[src/rtl/axi_lite_master_cmd.sv]
// Single-outstanding AXI-Lite initiator: one host command in, one AXI-Lite transaction out, one completion back.
// Optional byte strobes via `define AXIL_MST_WSTRB_EN (adds cmd_wstrb / m_axi_wstrb).
module axi_lite_master_cmd #(
  parameter int DATA_W = 32,
  parameter int ADDR_W = 32
) (
  input  logic              clk,
  input  logic              rst_n,
  input  logic              cmd_valid,
  output logic              cmd_ready,
  input  logic              cmd_write,
  input  logic [ADDR_W-1:0] cmd_addr,
  input  logic [DATA_W-1:0] cmd_wdata,
`ifdef AXIL_MST_WSTRB_EN
  input  logic [DATA_W/8-1:0] cmd_wstrb,
  output logic [DATA_W/8-1:0] m_axi_wstrb,
`endif
  output logic              rsp_valid,
  input  logic              rsp_ready,
  output logic              rsp_write,
  output logic [DATA_W-1:0] rsp_rdata,
  output logic [1:0]        rsp_resp,
  output logic [ADDR_W-1:0] m_axi_awaddr,
  output logic              m_axi_awvalid,
  input  logic              m_axi_awready,
  output logic [DATA_W-1:0] m_axi_wdata,
  output logic              m_axi_wvalid,
  input  logic              m_axi_wready,
  input  logic [1:0]        m_axi_bresp,
  input  logic              m_axi_bvalid,
  output logic              m_axi_bready,
  output logic [ADDR_W-1:0] m_axi_araddr,
  output logic              m_axi_arvalid,
  input  logic              m_axi_arready,
  input  logic [DATA_W-1:0] m_axi_rdata,
  input  logic [1:0]        m_axi_rresp,
  input  logic              m_axi_rvalid,
  output logic              m_axi_rready
);

  localparam logic [2:0] IDLE    = 3'd0;
  localparam logic [2:0] WR      = 3'd1;
  localparam logic [2:0] WR_RESP = 3'd2;
  localparam logic [2:0] RD      = 3'd3;
  localparam logic [2:0] RD_DATA = 3'd4;
  localparam logic [2:0] RSP     = 3'd5;

  logic [2:0]        state;
  logic              aw_done;
  logic              w_done;
  logic              write_q;
  logic [ADDR_W-1:0] addr_q;
  logic [DATA_W-1:0] wdata_q;
  logic [DATA_W-1:0] rdata_q;
  logic [1:0]        resp_q;
  logic              aw_hs;
  logic              w_hs;

  // Every valid/ready is decoded from registered state only, so no valid ever
  // depends combinationally on a ready from the slave.
  assign cmd_ready     = (state == IDLE);
  assign m_axi_awvalid = (state == WR) && !aw_done;
  assign m_axi_wvalid  = (state == WR) && !w_done;
  assign m_axi_bready  = (state == WR_RESP);
  assign m_axi_arvalid = (state == RD);
  assign m_axi_rready  = (state == RD_DATA);
  assign rsp_valid     = (state == RSP);

  assign m_axi_awaddr = addr_q;
  assign m_axi_araddr = addr_q;
  assign m_axi_wdata  = wdata_q;
  assign rsp_write    = write_q;
  assign rsp_rdata    = rdata_q;
  assign rsp_resp     = resp_q;

  assign aw_hs = m_axi_awvalid && m_axi_awready;
  assign w_hs  = m_axi_wvalid && m_axi_wready;

  always_ff @(posedge clk or negedge rst_n) begin
    if (!rst_n) begin
      state   <= IDLE;
      aw_done <= 1'b0;
      w_done  <= 1'b0;
      write_q <= 1'b0;
      addr_q  <= '0;
      wdata_q <= '0;
      rdata_q <= '0;
      resp_q  <= 2'b00;
    end else begin
      case (state)
        IDLE: begin
          if (cmd_valid) begin
            write_q <= cmd_write;
            addr_q  <= cmd_addr;
            wdata_q <= cmd_wdata;
            aw_done <= 1'b0;
            w_done  <= 1'b0;
            state   <= cmd_write ? WR : RD;
          end
        end
        WR: begin
          if (aw_hs) aw_done <= 1'b1;
          if (w_hs)  w_done  <= 1'b1;
          // AW and W may finish in either order or together.
          if ((aw_done || aw_hs) && (w_done || w_hs)) state <= WR_RESP;
        end
        WR_RESP: begin
          if (m_axi_bvalid) begin
            resp_q  <= m_axi_bresp;
            rdata_q <= '0;
            state   <= RSP;
          end
        end
        RD: begin
          if (m_axi_arready) state <= RD_DATA;
        end
        RD_DATA: begin
          if (m_axi_rvalid) begin
            rdata_q <= m_axi_rdata;
            resp_q  <= m_axi_rresp;
            state   <= RSP;
          end
        end
        RSP: begin
          if (rsp_ready) state <= IDLE;
        end
        default: state <= IDLE;
      endcase
    end
  end

`ifdef AXIL_MST_WSTRB_EN
  logic [DATA_W/8-1:0] wstrb_q;

  always_ff @(posedge clk or negedge rst_n) begin
    if (!rst_n) begin
      wstrb_q <= '0;
    end else if (state == IDLE && cmd_valid) begin
      wstrb_q <= cmd_wstrb;
    end
  end

  assign m_axi_wstrb = wstrb_q;
`else
  // Without strobes the slave treats every write as a full word.
`endif

endmodule

[config.mk]
export PLATFORM = sky130hd
export DESIGN_NAME = axi_lite_master_cmd
export DESIGN_NICKNAME = d
export VERILOG_FILES = /design/src/rtl/axi_lite_master_cmd.sv
export SDC_FILE = /design/constraint.sdc
export NUM_CORES = 1
export LEC_CHECK = 0
export CAP_MARGIN = 20
export CORE_ASPECT_RATIO = 0.8
export CORE_MARGIN = 5
export CORE_UTILIZATION = 25
export CTS_CLUSTER_SIZE = 16
export DETAILED_ROUTE_END_ITERATION = 7
export GPL_TIMING_DRIVEN = 0
export PLACE_DENSITY = 0.69
export SYNTH_ARGS = -nofsm -noshare
export SYNTH_HDL_FRONTEND = slang
export SYNTH_SLANG_ARGS = --single-unit
export TNS_END_PERCENT = 100
[constraint.sdc]
create_clock -name clk -period 2.25 [get_ports clk]
set_clock_uncertainty 0.15 [all_clocks]
set_input_delay 0.225 -clock clk [delete_from_list [all_inputs] [get_ports clk]]
set_output_delay 0.225 -clock clk [all_outputs]
set_load 0.005 [all_outputs]
After elaboration in Yosys (flattened, before gate mapping)
Cells that the tools add are included.
Widths: inputs -> output; s select.

storage, ports and cells
  register bits = 104

cells by class
  reduce and logical (&&, ||, !) cells = 17
  equal/unequal tests = 13
  mux-type cells = 19

operator list
  cell                number
  $mux 32             2
  $pmux 32 s2         1
  $mux 3              6
  $pmux 3 s6          1
  $ne 2x2->1 const B  5
  $reduce_and 3->1    3
  $eq 3x2->1 const B  2
  $eq 3x3->1 const B  2
  $mux 2              3
  $ne 2x1->1 const B  3
  $reduce_and 6->1    1
  $logic_and 1x1->1   5
  $pmux 1 s2          2
  $pmux 2 s2          1
  $reduce_bool 2->1   2
  $eq 3x1->1 const B  1
  $logic_not 3->1     1
  $mux 1              3
  $logic_not 1->1     2
  $logic_or 1x1->1    2
  $reduce_and 2->1    1

Longest topological paths before layout
Gate-level depths: netlist (run 1).

  depth after elaboration = 7
  gate-level depth with buffers = 7
  depth with buffers taken out = 4

Worst setup path before layout (run 1)
Ideal clock, no wire load.

  path type = register to register
  start = register state[2]
  end = register addr_q[10] (netlist: m_axi_araddr[10])
  slack = 0.475 ns
  data required time = 1.973 ns
  setup time = 0.127 ns
  period minus slack after synthesis = 1.775 ns
  stages on the path, launching flop included = 7
  buffers on the path = 3
  arrival time = 1.497 ns
  cell sequence = dfrtp_1 clkbuf_2 nor3_2 and2_1 buf_4 buf_6 mux2_1

on the way
  word-level cells in the longest chain between the ends = 2

RTL lines
  element                            line  RTL
  from (decl)                        48    logic [2:0] state;
  from (signal assigned)             98    state <= cmd_write ? WR : RD;
  $logic_not 3->1                    n/a
  net cmd_ready                      10    output logic cmd_ready,
  $reduce_and 2->1 (no source line)  n/a
  to (signal assigned)               94    addr_q <= cmd_addr;
  to (decl)                          52    logic [ADDR_W-1:0] addr_q;

The timed path passes the listed nets, and every way through them passes these cells.
A chain may end at the register's enable or synchronous reset.

Final worst setup path (run 1)
  start = register state[2]
  end = output m_axi_rready

on the way
  word-level cells in the longest chain between the ends = 1

RTL lines
  element     line  RTL
  $eq 3x3->1  66    assign m_axi_rready = (state == RD_DATA);
  to (decl)   38    output logic m_axi_rready

Every way passes these cells.

==> run_results.csv, run 1 <==
group,metric,value,unit
place,place_hpwl,10040,um
yosys,synth.ff_latch_count,104,
critical_path,crit_type,"flip-flop to primary output",
drt,wl,12680,um
clock_network,cts_tree,"built",
place,gp_congestion,0.8044,
drt,dr.pass1.iters,4,
drt,wl_per_cell,15.95,um
power_and_ir_drop,internal-power,6.817,mW
finish,multi_input_area,1364,sq um
die,fp.dieH,127.7,um
place,port_buffers,247,
drt,avgViaCountPerCell,4.274,
critical_path,worst_path_largest_cell_delay,520,ps
critical_path,cpMaxStageDelayCell,"clkdlybuf4s50_1",
finish,fin_nets,675,
finish,fillers,1560,
drt,drt_iter0_drc,102,
sta,final_hold_viol_count,0,
global_route,grt_pass1_wl,19490,um
min_path,hold_path.class,"input port to asynchronous set/reset pin",
critical_path,end_kind,"primary output",
die,initial_core_util,0.2522,
clock_network,cts_buffers,9,
power_and_ir_drop,comb_power_share,0.501,
yosys,synth.avg_cell_area,14.24,sq um
global_route,grt_pass1_vias,3704,
flow_run,drv_cap,0,
place,placed_cells,777,
yosys,seq_area_frac_synth,0.6013,
critical_path,arrival,1770,ps
die,num_rows,43,
sta,rsz0062_at_grt,"no",
clock_network,numClockSinks,104,
power_and_ir_drop,powerDensity,1294,nW/um^2
yosys,synth_top_area_frac,0.6013,
run_status,outcome,"completed",
finish,area_growth,71.87,%
global_route,grt_overflow_total,0,
yosys,synth_nets,414,
clock_network,clkLatencyLatePin,350,ps
power_and_ir_drop,leakage,3.162,nW
sta,fin_crit,2147,ps
drt,drc_errors,0,
power_and_ir_drop,power_frac_seq,0.340,
critical_path,critPathLaunchType,"flip-flop",
sta,fin_crit_sh,0.9542,
global_route,grt_max_degree,59,
clock_network,clk_pin_slew,80,ps
finish,regArea,2603,sq um
yosys,synth_area_leader_cell,"dfrtp_1",
yosys,ys_warn_count,0,
yosys,ys_top_cells_by_area,"dfrtp_1, mux2_1, a22o_1, buf_4, mux2_2",
yosys,yosysUniqueCellTypes,34,
critical_path,critPathTopFamily,"buffers and inverters",
global_route,track_usage,0.1225,
critical_path,path_cells,"buf_2 -> nand2b_1 -> nor2_4 -> clkdlybuf4s50_1",
finish,drive_gt1_frac,0.1667,
power_and_ir_drop,swShare,0.2917,
sta,slew_headroom,0.5811,
power_and_ir_drop,p_clk_frac,0.159,
finish,num_antenna_cells,0,
critical_path,cp.buffers_inverters,2,
sta,worst_pin_slew,628.4,ps
critical_path,critPathMaxFanout,10,
power_and_ir_drop,switchingPower,2.807,mW
finish,final_core_util,0.4334,
drt,antenna_left,0,
power_and_ir_drop,power,9.624,mW
die,boundaryPins,248,
die,dieArea,20060,sq um
clock_network,clock-root-buffer,"clkbuf_16",
clock_network,cts_buffer_depth,2,
power_and_ir_drop,ir_drop,538.9,uV
sta,fmax,465.8,MHz
yosys,synth_area,4328,sq um
sta,final_max_slew_viol_count,0,
drt,num_vias,3398,
global_route,antenna_found_initial,0,
critical_path,crit_required,1880,ps
sta,finalSetupViolCount,0,
clock_network,htree_levels,3,
die,core_area,17160,sq um
yosys,synthCells,304,
die,die_w,157.1,um
finish,finalNonFillerCells,795,
## final timing paths
kind	start	to	slack (ps)	depth (start not counted)
worst max-delay path	state[2]$_DFFE_PN0P_	m_axi_rready	100	4
worst max register to register	state[2]$_DFFE_PN0P_	m_axi_wdata[16]$_DFFE_PN0P_	260	6
worst min register to register	m_axi_wdata[31]$_DFFE_PN0P_	m_axi_wdata[31]$_DFFE_PN0P_	340	1
worst min-delay path	rst_n	m_axi_araddr[17]$_DFFE_PN0P_	290	2
min in group clk	cmd_wdata[0]	m_axi_wdata[0]$_DFFE_PN0P_	320	2
max in group asynchronous	rst_n	rsp_write$_DFFE_PN0P_	950	3
## what timing repair did
item	4_1_cts	5_1_grt
gates cloned	0	0
pin swaps	1	0
hold endpoints to repair	46	0
setup endpoints to repair	2	5
hold buffers	1	0
gates resized for setup	3	8
setup buffers	1	0
## cells in the mapped netlist
library cell  number
o21ai_2            2
mux2_2            15
mux2_4             1
o22ai_1            1
o21ai_1            2
a21o_2             1
and3b_1            1
mux2_1            50
and3b_4            1
and3b_2            1
buf_4             33
mux2i_1            2
clkbuf_2           1
buf_6              6
o22a_1             1
and2_1             2
nand3b_1           1
nor2_2             1
a221oi_4           1
buf_2              9
nor2_1            14
a22o_1            32
buf_1              1
o31a_1             1
inv_1              2
nor3_2             1
o221ai_1           1
dfrtp_1          104
a21oi_1            6
o21a_1             1
nand3_1            1
nor4bb_1           1
nand2_1            4
nand2b_1           3
## power by group through the flow
stage          Combinational, mW  Sequential (mW)  Clock, mW
3_5_place_dp                4.83             3.31          0
2_1_floorplan               1.84             3.28          0
6_report                    4.82             3.27       1.53
5_1_grt                     5.20             3.39       1.67
3_3_place_gp                4.75             3.25          0
4_1_cts                     4.88             3.28       1.60
## cell usage in the layout, fill, tap and decap left out, types with 3 or more instances in the layout
cell             instances
nor2_1                  13
buf_6                    7
clkbuf_16                9
inv_6                    3
buf_4                   35
nand2_1                  4
mux2_2                  15
a21oi_1                  6
dfrtp_1                104
buf_2                    9
a22o_1                  32
clkdlybuf4s50_1        245
mux2_1                  50
## per-layer routing
| layer | routed length [um] | vias up | global-route usage |
|---|---|---|---|
| li1 | - | 1569 | - |
| met1 | 5067 | 1658 | 0.1417 |
| met2 | 6148 | 154 | 0.2089 |
| met3 | 1255 | 17 | 0.04860 |
| met4 | 207 | 0 | 0.03945 |
| met5 | 0 | - | 0 |
## state kept, by name (all words and copies together), names as in the netlist
| register | cells |
|---|---|
| aw_done | 1 |
| m_axi_araddr | 32 |
| m_axi_wdata | 32 |
| state | 3 |
| w_done | 1 |
| rsp_resp | 2 |
| rsp_rdata | 32 |
| rsp_write | 1 |
## cell families after synthesis
family / synth area share
multiplexers: 0.1772
flip-flops: 0.6013
AND/OR/NAND/NOR: 0.03903
AO/OA/AOI/OAI: 0.09541
buffers and inverters: 0.08702
## worst register-to-register path, stage by stage, from the launching register on
cell	delay [ps]
dfrtp_1	360
buf_2	180
nor3_2	240
and2_1	180
buf_4	220
buf_6	180
mux2_1	350
## area by class of cell
cell class | count | area share
Buffer | 50 | 0.05097
Multi-Input combinational cell | 148 | 0.1833
Tap cell | 225 | 0.03785
Sequential cell | 104 | 0.3499
Timing Repair Buffer | 250 | 0.3384
Clock buffer | 9 | 0.03028
Clock inverter | 7 | 0.008242
Inverter | 2 | 0.001009
## per-stage QoR
step	area [sq um]	TNS [ps]	hold slack [ps]	setup WS, ps
detailed placement	7107	0	131.3	148.4
CTS	7420	-3.816	292.3	-3.816
floorplan	4328	0	-220.6	475.0
global route	7438	0	302.3	0.7130
global placement	7082	-321220	318.6	-3097
finish	7438	0	285.2	103.0
No activity file was read; power rests on OpenSTA's default activity.
==> run 2: changes to the inputs <==
PLACE_DENSITY = unset   (was 0.69)
PLACE_DENSITY_LB_ADDON = 0.15   (was unset)
==> run 2 against run 1 <==
Via count fell by 1.1%. Sequential cell count is the same. Worst setup slack gained 25 ps. Sequential share of layout area down 0.13 points. Critical path depth is 1 lower. Clock power increased by 9%. Die area unchanged. Final area grew 0.42%. Routed wire length shrank 0.24%. Core utilization increased by 0.18 points. Critical endpoint is now rsp_valid. Largest cell class unchanged. Largest power group unchanged.
==> run_results.csv, run 2 (synthesized netlist as in run 1, its figures left out) <==
group,metric,value,unit
min_path,hold_path.class,"input port to asynchronous set/reset pin",
critical_path,critPathLaunchType,"flip-flop",
critical_path,crit_required,1880,ps
critical_path,rr_endpoint,"m_axi_wdata[3]$_DFFE_PN0P_",
sta,fin_ws,127.9,ps
sta,finalSetupViolCount,0,
drt,wl,12650,um
global_route,grt_pass1_wl,19700,um
finish,finalNonFillerCells,794,
die,die_w,157.1,um
critical_path,arrival,1750,ps
place,dpl_worst_slack,174.3,ps
global_route,grt_overflow_total,0,
critical_path,reg2reg_slack,350,ps
sta,rsz0062_at_grt,"no",
finish,final_common_cell,"clkdlybuf4s50_1",
sta,final_hold_viol_count,0,
finish,fillers,1569,
die,fp.dieH,127.7,um
finish,drive_gt1_frac,0.1670,
critical_path,end_kind,"primary output",
sta,whs,258.0,ps
finish,fin_nets,675,
global_route,grt_max_degree,66,
critical_path,critPathMaxFanout,10,
sta,setup_tns,0,ps
die,core_area,17160,sq um
finish,final_cell_mix,"clkdlybuf4s50_1, dfrtp_1, mux2_1, buf_4, a22o_1",
place,place_hpwl,9800,um
clock_network,clock-root-buffer,"clkbuf_16",
power_and_ir_drop,leakage,3.156,nW
clock_network,cts_tree,"built",
power_and_ir_drop,ir_drop,407.8,uV
clock_network,clk_pin_slew,70,ps
clock_network,cts_buffers,9,
sta,final_max_slew_viol_count,0,
die,initial_core_util,0.2522,
flow_run,drv_cap,0,
run_status,outcome,"completed",
place,port_buffers,247,
drt,num_vias,3361,
sta,fmax,471.2,MHz
finish,multi_input_area,1364,sq um
global_route,grt_pass1_vias,3613,
clock_network,clkLatencyLatePin,340,ps
die,dieArea,20060,sq um
sta,fin_crit_sh,0.9432,
drt,antenna_left,0,
die,boundaryPins,248,
sta,worst_pin_slew,543.9,ps
critical_path,r2r_start,"state[2]$_DFFE_PN0P_",
clock_network,cts_buffer_depth,2,
critical_path,crit_type,"flip-flop to primary output",
drt,drt_iter0_drc,65,
drt,drc_errors,0,
finish,num_antenna_cells,0,
sta,fin_crit,2122,ps
power_and_ir_drop,powerDensity,1301,nW/um^2
place,placed_cells,777,
finish,area_growth,72.59,%
global_route,track_usage,0.1249,
critical_path,r2r_cells,5,
place,gp_congestion,0.8022,
drt,avgViaCountPerCell,4.233,
finish,regArea,2604,sq um
global_route,antenna_found_initial,0,
die,num_rows,43,
clock_network,numClockSinks,104,
drt,dr.pass1.iters,4,
clock_network,htree_levels,3,
sta,slew_headroom,0.6374,
drt,wl_per_cell,15.93,um
[run 2: changes by cell type in the layout (fill, tap and decap cells not counted), moves of 2 or more]
cell       change
buf_4          +2
bufinv_16      +2
inv_6          -3
inv_8          -2
[run 2: layout make-up]
type | instances | area share
buffer | 49 | 0.04958
clock buffer | 10 | 0.03199
clock inverter | 5 | 0.01089
inverter | 2 | 0.001005
multi-input combinational | 148 | 0.1826
sequential | 104 | 0.3486
tap | 225 | 0.03769
timing repair buffer | 251 | 0.3377
[run 2: power by group]
group / switching [mW] / leakage, nW / internal, mW / total, mW
Clock: 0.675 / 0.155 / 0.999 / 1.67
Combinational: 1.47 / 1.73 / 3.31 / 4.78
Sequential: 0.536 / 1.27 / 2.73 / 3.27
[run 2: worst max path at each step]
stage                               startpoint                           end  slack (ps)  cells after the start
after floorplan           state[2]$_DFFE_PN0P_  m_axi_araddr[10]$_DFFE_PN0P_         480                      6
after global placement                   rst_n   m_axi_wdata[13]$_DFFE_PN0P_       -3430                      1
after detailed placement  state[2]$_DFFE_PN0P_                  m_axi_wvalid         170                      5
after CTS                 state[2]$_DFFE_PN0P_                  m_axi_rready          10                      4
after global routing      state[0]$_DFFE_PN0P_                 m_axi_awvalid          30                      5
final                     state[1]$_DFFE_PN0P_                     rsp_valid         130                      3
[run 2: through the flow]
stage          utilization  power [mW]  area (sq um)
3_3_place_gp        0.4126       8.051          7082
4_1_cts             0.4338       9.875          7446
6_report            0.4352       9.721          7470
2_1_floorplan            -       5.125          4328
5_1_grt             0.4352       10.40          7470
3_5_place_dp        0.4141       8.113          7107
[run 2: per-layer routing]
metal	vias to the layer above	share of wire	track usage
li1	1567	-	-
met1	1615	0.42	0.1568
met2	161	0.45	0.1930
met3	18	0.11	0.05602
met4	0	0.019	0.04148
met5	-	0	0
[run 2: timing repair]
action	in CTS	in global routing
endpoints found under the hold margin	39	0
hold buffers	1	0
setup endpoints to repair	2	5
setup buffers	0	2
pin swaps	1	1
resized for setup	3	6
[run 2: worst max-delay path, cell delays in order (launching register included)]
cell and delay (ps):
dfrtp_1 410, buf_6 160, and3b_4 320, clkdlybuf4s50_1 520
